--- src/rtl/sp_ram_arbiter_pkg.sv ---
// Shared types and constants for the two-master single-port RAM arbiter.
//   NUM_MASTERS : number of request ports
//   req_t       : request payload presented by a master (addr/we/be/wdata)
//   rsp_t       : response payload returned to a master (valid/err/rdata)
package sp_ram_arbiter_pkg;

  localparam int unsigned NUM_MASTERS = 2;
  localparam int unsigned ADDR_W      = 32;
  localparam int unsigned DATA_W      = 32;
  localparam int unsigned BE_W        = DATA_W / 8;

  typedef struct packed {
    logic [ADDR_W-1:0] addr;
    logic              we;
    logic [BE_W-1:0]   be;
    logic [DATA_W-1:0] wdata;
  } req_t;

  typedef struct packed {
    logic              valid;
    logic              err;
    logic [DATA_W-1:0] rdata;
  } rsp_t;

endpackage

--- src/rtl/sp_ram_arbiter_rr_arb2.sv ---
// Two-way round-robin arbiter with a one-bit "last winner" pointer.
//   clk, rst      : clock, async active-high reset
//   req           : per-master request
//   gnt_c         : one-hot grant (combinational, forced low during reset)
//   gnt_any_c     : some master is granted this cycle
//   gnt_id_c      : index of the winner (0 when nobody requests)
module rr_arb2 (
  input  logic       clk,
  input  logic       rst,
  input  logic [1:0] req,
  output logic [1:0] gnt_c,
  output logic       gnt_any_c,
  output logic       gnt_id_c
);

  logic last_q;
  logic win;

  // Winner select: on conflict the master not granted most recently wins.
  always_comb begin
    win       = 1'b0;
    gnt_any_c = 1'b0;
    gnt_c     = 2'b00;
    case (req)
      2'b01:   win = 1'b0;
      2'b10:   win = 1'b1;
      2'b11:   win = ~last_q;
      default: win = 1'b0;
    endcase
    gnt_any_c = (|req) & ~rst;
    if (gnt_any_c) begin
      gnt_c = win ? 2'b10 : 2'b01;
    end
  end

  assign gnt_id_c = win;

  // Reset to 1 so master 0 wins the first conflict.
  always_ff @(posedge clk or posedge rst) begin
    if (rst) begin
      last_q <= 1'b1;
    end else if (gnt_any_c) begin
      last_q <= win;
    end
  end

endmodule

--- src/rtl/sp_ram_arbiter.sv ---
// Two-master OBI-style front end for a single-port word RAM.
//   clk, rst           : clock, async active-high reset
//   m_req_i..m_wdata_i : per-master request channel
//   m_gnt_o            : per-master grant (combinational)
//   m_rvalid_o/err/rdata : per-master response, one cycle after grant
//   ram_*_o            : RAM macro drive; ram_rdata_i is its 1-cycle read data
module sp_ram_arbiter
  import sp_ram_arbiter_pkg::*;
#(
  parameter int unsigned RAM_SIZE       = 256,
  parameter int unsigned ADDR_WIDTH     = ADDR_W,
  parameter int unsigned RAM_ADDR_WIDTH = $clog2(RAM_SIZE),
  parameter int unsigned DATA_WIDTH     = DATA_W
) (
  input  logic                                 clk,
  input  logic                                 rst,
  input  logic [NUM_MASTERS-1:0]               m_req_i,
  input  logic [NUM_MASTERS-1:0][ADDR_WIDTH-1:0] m_addr_i,
  input  logic [NUM_MASTERS-1:0]               m_we_i,
  input  logic [NUM_MASTERS-1:0][DATA_WIDTH/8-1:0] m_be_i,
  input  logic [NUM_MASTERS-1:0][DATA_WIDTH-1:0] m_wdata_i,
  output logic [NUM_MASTERS-1:0]               m_gnt_o,
  output logic [NUM_MASTERS-1:0]               m_rvalid_o,
  output logic [NUM_MASTERS-1:0]               m_err_o,
  output logic [NUM_MASTERS-1:0][DATA_WIDTH-1:0] m_rdata_o,
  output logic                                 ram_en_o,
  output logic [RAM_ADDR_WIDTH-1:0]            ram_addr_o,
  output logic                                 ram_we_o,
  output logic [DATA_WIDTH/8-1:0]              ram_be_o,
  output logic [DATA_WIDTH-1:0]                ram_wdata_o,
  input  logic [DATA_WIDTH-1:0]                ram_rdata_i
);

  logic gnt_any;
  logic gnt_id;
  logic in_range;
  req_t sel;
  rsp_t rsp;

  logic rsp_valid_q;
  logic rsp_id_q;
  logic rsp_err_q;

  rr_arb2 u_arb (
    .clk       (clk),
    .rst       (rst),
    .req       (m_req_i),
    .gnt_c     (m_gnt_o),
    .gnt_any_c (gnt_any),
    .gnt_id_c  (gnt_id)
  );

  // Winner mux; with no grant gnt_id is 0 so the RAM bus follows master 0.
  always_comb begin
    sel       = '0;
    sel.addr  = ADDR_W'(m_addr_i[gnt_id]);
    sel.we    = m_we_i[gnt_id];
    sel.be    = BE_W'(m_be_i[gnt_id]);
    sel.wdata = DATA_W'(m_wdata_i[gnt_id]);
  end

  // RAM_SIZE is a power of two: in range iff all bits above the RAM index are 0.
  assign in_range = (m_addr_i[gnt_id] >> RAM_ADDR_WIDTH) == '0;

  always_comb begin
    ram_en_o    = gnt_any & in_range;
    ram_we_o    = gnt_any & in_range & sel.we;
    ram_addr_o  = RAM_ADDR_WIDTH'(sel.addr);
    ram_be_o    = (DATA_WIDTH/8)'(sel.be);
    ram_wdata_o = DATA_WIDTH'(sel.wdata);
  end

  // Response tracker, reloaded every cycle from the current grant.
  always_ff @(posedge clk or posedge rst) begin
    if (rst) begin
      rsp_valid_q <= 1'b0;
      rsp_id_q    <= 1'b0;
      rsp_err_q   <= 1'b0;
    end else begin
      rsp_valid_q <= gnt_any;
      rsp_id_q    <= gnt_id;
      rsp_err_q   <= gnt_any & ~in_range;
    end
  end

  // Error responses return zero data instead of whatever the idle RAM drives.
  always_comb begin
    rsp       = '0;
    rsp.valid = rsp_valid_q;
    rsp.err   = rsp_err_q;
    rsp.rdata = (rsp_valid_q && !rsp_err_q) ? DATA_W'(ram_rdata_i) : '0;
  end

  always_comb begin
    m_rvalid_o = '0;
    m_err_o    = '0;
    m_rdata_o  = '0;
    for (int k = 0; k < int'(NUM_MASTERS); k++) begin
      if (rsp.valid && (rsp_id_q == 1'(k))) begin
        m_rvalid_o[k] = 1'b1;
        m_err_o[k]    = rsp.err;
        m_rdata_o[k]  = DATA_WIDTH'(rsp.rdata);
      end
    end
  end

endmodule

--- config.mk ---
export PLATFORM = sky130hd
export DESIGN_NAME = sp_ram_arbiter
export DESIGN_NICKNAME = d
export VERILOG_FILES = /design/src/rtl/sp_ram_arbiter_pkg.sv /design/src/rtl/sp_ram_arbiter_rr_arb2.sv /design/src/rtl/sp_ram_arbiter.sv
export SDC_FILE = /design/constraint.sdc
export NUM_CORES = 1
export LEC_CHECK = 0
export ABC_AREA = 0
export ABC_CLOCK_PERIOD_IN_PS = 1700
export BUFFER_PORTS_ARGS = -buffer_cell sky130_fd_sc_hd__buf_2
export CAP_MARGIN = 5
export CORE_AREA = 2 2 114 116
export CTS_BUF_LIST = sky130_fd_sc_hd__clkbuf_8
export CTS_CLUSTER_SIZE = 25
export DETAILED_ROUTE_END_ITERATION = 16
export DIE_AREA = 0 0 116 118
export PLACE_DENSITY = 0.45
export SLEW_MARGIN = 20
export SYNTH_ARGS = -nofsm -noshare
export SYNTH_HDL_FRONTEND = slang
export SYNTH_SLANG_ARGS = --single-unit
--- constraint.sdc ---
create_clock -name clk -period 1.7 [get_ports clk]
set_clock_uncertainty 0.2 [all_clocks]
set_input_delay 0.085 -clock clk [delete_from_list [all_inputs] [get_ports clk]]
set_output_delay 0.085 -clock clk [all_outputs]
set_load 0.005 [all_outputs]
# Word level (Yosys, flattened, before mapping)
# Index checks and enable logic that the tools add are counted.
[totals] regBits=4 wordCells=39
[classes] magnitude_cmp=1 eq_ne=2 mux=18 bitwise=8 n_reduce_logical=6
[op_table] operator="$mux 32" count=7
[op_table] operator="$logic_not 32->1" count=1
[op_table] operator="$mux 4" count=2
[op_table] operator="$mux 1" count=6
[op_table] operator="$and 1x1->1" count=4
[op_table] operator="$eq 2x2->1 const B" count=2
[op_table] operator="$mux 2" count=2
[op_table] operator="$not 1->1" count=4
[op_table] operator="$logic_and 1x1->1" count=3
[op_table] operator="$lt 1x2->1 const B" count=1
[op_table] operator="$pmux 1 s2" count=1
[op_table] operator="$reduce_or 2->1" count=1
[op_table] operator="$logic_not 1->1" count=1

# Logic depth before layout (Yosys ltp)
[logic_depth] depth_word=7 depth_mapped=5

# Cells and area by module
# A second synthesis with hierarchy kept.
[unflattened] hier_cells=163 hier_area_um2=1306.3
[modules_own_cells] mod="sp_ram_arbiter" n_inst=1 cells_per_inst=153 area_per_inst_um2=1223.7 seq_area_each_um2=75.1
[modules_own_cells] mod="rr_arb2" n_inst=1 cells_per_inst=10 area_per_inst_um2=82.6 seq_area_each_um2=26.3

# Worst setup path before layout
# Ideal clock, no wire load.
[synth_path] kind="flip-flop to output port" startpoint="register u_arb.last_q" endpoint="output port ram_we_o" arrival_ps=1202 t_required_ps=1415 setup_slack_ps=213 stages_incl_launch_ff=5 cell_sequence="dfstp_2 -> a21boi_2 -> buf_6 -> o32ai_2 -> and3_1"
[synth_between] elab_chain_cells=7 elab_cells_between_ends=9
[synth_rtl] element="start, declared" line="sp_ram_arbiter_rr_arb2.sv:16" text="logic last_q;"
[synth_rtl] element="start signal, assigned" line="sp_ram_arbiter_rr_arb2.sv:43" text="last_q <= win;"
[synth_rtl] element="$not 1->1 (*)" line="sp_ram_arbiter_rr_arb2.sv:27" text="2'b11: win = ~last_q;"
[synth_rtl] element="$pmux 1 s2 (*)" line="sp_ram_arbiter_rr_arb2.sv:24" text="case (req)"
[synth_rtl] element="$mux 32 (implied by the code) (2 in a row)" line="sp_ram_arbiter.sv:63" text="assign in_range = (m_addr_i[gnt_id] >> RAM_ADDR_WIDTH) == '0;"
[synth_rtl] element="$logic_not 32->1" line="sp_ram_arbiter.sv:63"
[synth_rtl] element="$and 1x1->1" line="sp_ram_arbiter.sv:67" text="ram_we_o = gnt_any & in_range & sel.we;"
[synth_rtl] element="$and 1x1->1 (*)" line="sp_ram_arbiter.sv:67"
[synth_rtl] element="end, declared" line="sp_ram_arbiter.sv:28" text="output logic ram_we_o,"
# Every way passes the cells marked *; elsewhere a longest branch is shown, timed or not. The select of a mux whose other input is x is not followed.

# Worst setup path in the final report
[layout_path] startpoint="register u_arb.last_q" endpoint="output port ram_wdata_o[27]"
[layout_between] elab_chain_cells=4
[layout_rtl] element="$not 1->1" line="sp_ram_arbiter_rr_arb2.sv:27"
[layout_rtl] element="$pmux 1 s2" line="sp_ram_arbiter_rr_arb2.sv:24"
[layout_rtl] element="$mux 32 (implied by the code) (2 in a row)" line="sp_ram_arbiter.sv:59" text="sel.wdata = DATA_W'(m_wdata_i[gnt_id]);"
[layout_rtl] element="end, declared" line="sp_ram_arbiter.sv:30" text="output logic [DATA_WIDTH-1:0] ram_wdata_o,"
# Every way passes these cells. The select of a mux whose other input is x is not followed.

==> results list <==
- Outcome: complete, but fails checks
- Violations in the final reports: setup timing
- CTS HTree Levels: 1
- For met3 alone, demand over resource in global routing was 1.80%.
- Cell area reported after detailed placement: 2990 µm²
* Maximum clock frequency: 528 MHz
- Category of the critical setup timing path: reg2out
* Dominant cell type by count on the critical path: sky130_fd_sc_hd__buf_12
* Clock root buffer: sky130_fd_sc_hd__clkbuf_8
- Slew at the pin closest to its max-slew limit: 0.563 ns
* Top library cells by usage in the layout, fill and taps aside: sky130_fd_sc_hd__buf_2 (187), sky130_fd_sc_hd__buf_6 (109), sky130_fd_sc_hd__and2_4 (65)
- Combinational logic is responsible for 77.4% of the overall power.
- Across the run, the number of max-cap violations was 0.
- The clock drives 4 sinks.
* Met1 routing resource usage after global routing: 12.5%
- Most area-hungry cell type in the Yosys netlist: sky130_fd_sc_hd__mux2_2
* Worst setup slack after layout: -0.193 ns
- Largest delay contributor family on the critical path: buffers and inverters
* Most area-consuming cells after synthesis: sky130_fd_sc_hd__mux2_2 (40%), sky130_fd_sc_hd__and2_1 (33%), sky130_fd_sc_hd__dfrtp_1 (5.9%), sky130_fd_sc_hd__nor4_1 (5.9%), sky130_fd_sc_hd__dfstp_2 (2.0%)
- After detailed routing, the number of remaining DRC violations is 0.
- Number of flip-flops and latches in the synthesized netlist: 4
- For this run, the detailed router's first-pass iteration total came to 4.
- In the final layout, the share of cells above drive strength 1 is 93.6%.
- Setup violations remaining at the end of the flow were counted as 110.
- Setup repair after global routing could not meet its margin everywhere.
* Worst hold margin: 0.0554 ns
- Highest-utilization routing layer at the global route stage: met2
- Number of vias per cell after detailed routing: 3.89
- The critical path runs through a total of 5 cells.
* Clock power frac: 14.5%
- Netlist area before placement: 1280 µm²
- WL final: 9.83 mm
* Final Net Count: 642
* Placer congestion estimate: 0.866
- In this design, the stage delay of the slowest critical-path cell is 0.38 ns.
- Total buffers and inverters traversed by the critical path: 3
- Entering global routing, the biggest net connects 17 pins.
- In this run the standard cell core region covers 12400 µm².
- The number of antenna diodes in the final layout is 0.
* Vias in the first global route: 2491
* Worst slew slack as a fraction of its limit: 62.1%
- The library cell used most frequently in the layout, excluding fill and tap cells, is sky130_fd_sc_hd__buf_2.
- The synthesized netlist contains 20 unique library cells.
- The number of antenna violations at the first check in global routing was 1.
- Full die area: 13700 µm²
- Port Buf Inserts: 289
* Global-route wire length before repair: 12.6 mm
* Worst voltage drop across the vdd grid: 182 µV
* Final min period: 1.89 ns
- Internal Pwr Total: 1000 µW
* Largest fanout of any net on the critical path: 16
- In the final routed layout, each cell accounts on average for 15.4 µm.
* Number of placement rows: 41
- The number of clock buffers added by TritonCTS is 3.
- Summing internal, switching and leakage power gives 1430 µW.
- Total global routing track utilization: 11.8%
- The tightest min-delay check is of the in2reg type.
- Of all flip-flops after synthesis, the portion carrying an async set or reset was 100%.
- At the worst endpoint, the required time is 1.41 ns.
* Vertical die dimension: 118 µm
* Data arrival time of the worst path: 1.61 ns
- Reported net switching power: 430 µW
* Ordered list of cells on the worst path: a21boi_4, buf_12, buf_12, mux2_2, buf_2
- Met2 capacity usage during global routing: 24.3%
* Final cycle utilization of the critical path: 111%
- Across all layers, the routed design uses 2486 vias.
- The clock passes through at most 2 buffers.
- The cell count after synthesis came out at 157.
- The final hold violation count is 0.
- The finished cells cover 4400 µm².
- The total count of max-transition violations in the final report was 0.
- TritonCTS built the clock tree.
* Horizontal die dimension: 116 µm
* Sw Share: 30.0%
- The detail route stage leaves a number of antenna-violating nets equal to 0.
- Avg Inst Size Synth: 8.17 µm²
- STA classifies the critical path endpoint as an output pin.
- Detail Placement HPWL: 6.77 mm
- Dividing total power by cell area gives a power density of 326 nW/µm².
* Final global-route overflow total: 0
* Hold-critical path depth: 3
* Critical Path Source Type: register
* Layout Area Growth over Synthesis: 243%
* Iteration-0 DRC count of the detailed router: 37
- Most used DFF post-synth: sky130_fd_sc_hd__dfrtp_1
- The analysis attributes to cell leakage a power of 0.00236 µW.
- Worst-case reg-to-reg path depth: 5
- For the final routed database, the setup TNS stands at -12.95 ns.
- At the later pin of the worst-skew pair, clock insertion delay measures 0.22 ns.
* Net count of the mapped netlist: 331
* Share of the yosys chip area belonging to registers: 7.90%
* Relative contribution of sequential cells to total power: 8.1%
- Fraction of post-synthesis cell area in the top cell type by area: 39.5%
- During I/O placement, the number of pins put on the boundary was 290.
- For this run, the number of Yosys warnings is 0.
- The slowest stage of the critical path belongs to the cell sky130_fd_sc_hd__dfstp_2.
- For this configuration, the core starts out at a cell density of 10.3%.
- Count of flip-flops with a built-in enable after synthesis: 0
* Clk pin slew, worst setup/hold paths: 0.03 ns
## registers in the layout (all words and copies together), names as in the netlist
name	count
rsp_err_q	1
u_arb.last_q	1
rsp_id_q	1
rsp_valid_q	1
## worst min-delay path: stages
cell and delay [ns]:
sky130_fd_sc_hd__buf_2 0.12, sky130_fd_sc_hd__a21boi_4 0.08, sky130_fd_sc_hd__buf_4 0.14
## power by group through the flow
stage | sequential [µW] | combinational [µW] | clock (µW)
after global placement | 117 | 648 | 0
after detailed placement | 117 | 654 | 0
after global routing | 118 | 1180 | 224
after floorplan | 111 | 258 | 0
final | 116 | 1110 | 207
after CTS | 117 | 999 | 214
## layer usage
layer  wire, µm  up-vias
met3        797       12
met1       3500     1120
met4        104        2
li1           -     1173
met2       5420      179
met5         12        -
## kinds of logic (layout without fill, tap and decap cells)
group	count (synthesis)	after routing	synth area share (%)
AND/OR/NAND/NOR	91	91	44.0
flip-flops	4	4	7.90
multiplexers	45	45	39.5
buffers and inverters	13	323	5.46
AO/OA/AOI/OAI	4	4	3.12
## cell usage after synthesis (2+ instances only)
cell and number:
sky130_fd_sc_hd__clkbuf_1 6, sky130_fd_sc_hd__and3_1 2, sky130_fd_sc_hd__nor2_1 2, sky130_fd_sc_hd__buf_2 2, sky130_fd_sc_hd__dfrtp_1 3, sky130_fd_sc_hd__nor4_1 12, sky130_fd_sc_hd__inv_1 2, sky130_fd_sc_hd__and2b_1 3
sky130_fd_sc_hd__nand4_1 2, sky130_fd_sc_hd__and2_1 68, sky130_fd_sc_hd__mux2_2 45, sky130_fd_sc_hd__buf_6 2
## layout make-up
class | count | area, µm²
clock buffers | 3 | 41.3
repair buffers | 317 | 2570
clock inverters | 1 | 3.75
flip-flops and latches | 4 | 101
fillers | 1244 | 8020
well taps | 172 | 215
multi-input cells | 140 | 1460
inverters | 2 | 7.51
## stage by stage
stage | setup WS (ns) | cells | util (%)
global placement | 0.0226 | 616 | 24.1
finish | -0.193 | 639 | 35.4
detailed placement | -0.0372 | 616 | 24.1
CTS | -0.206 | 639 | 31.9
global route | -0.257 | 639 | 35.4
floorplan | 0.213 | 157 | -
## repair_timing
item                                   4_1_cts  5_1_grt
resized for setup                          137       96
setup endpoints to repair                  109      110
buffers inserted                            10        0
endpoints found under the hold margin        4        0
hold buffers                                 1        0
pin swaps                                   32       39
cloned                                       8        1
## path summary, 6_finish.rpt
kind	startpoint	end	slack (ns)
min in group asynchronous	rst	rsp_err_q	0.23
hold reg to reg	u_arb.last_q	u_arb.last_q	0.33
setup reg to reg	u_arb.last_q	rsp_err_q	0.12
hold / removal	m_req_i[0]	rsp_id_q	0.06
setup / recovery	u_arb.last_q	ram_wdata_o[27]	-0.19
max in group asynchronous	rst	u_arb.last_q	0.88
Note: power is estimated with default switching activity, not from simulation.
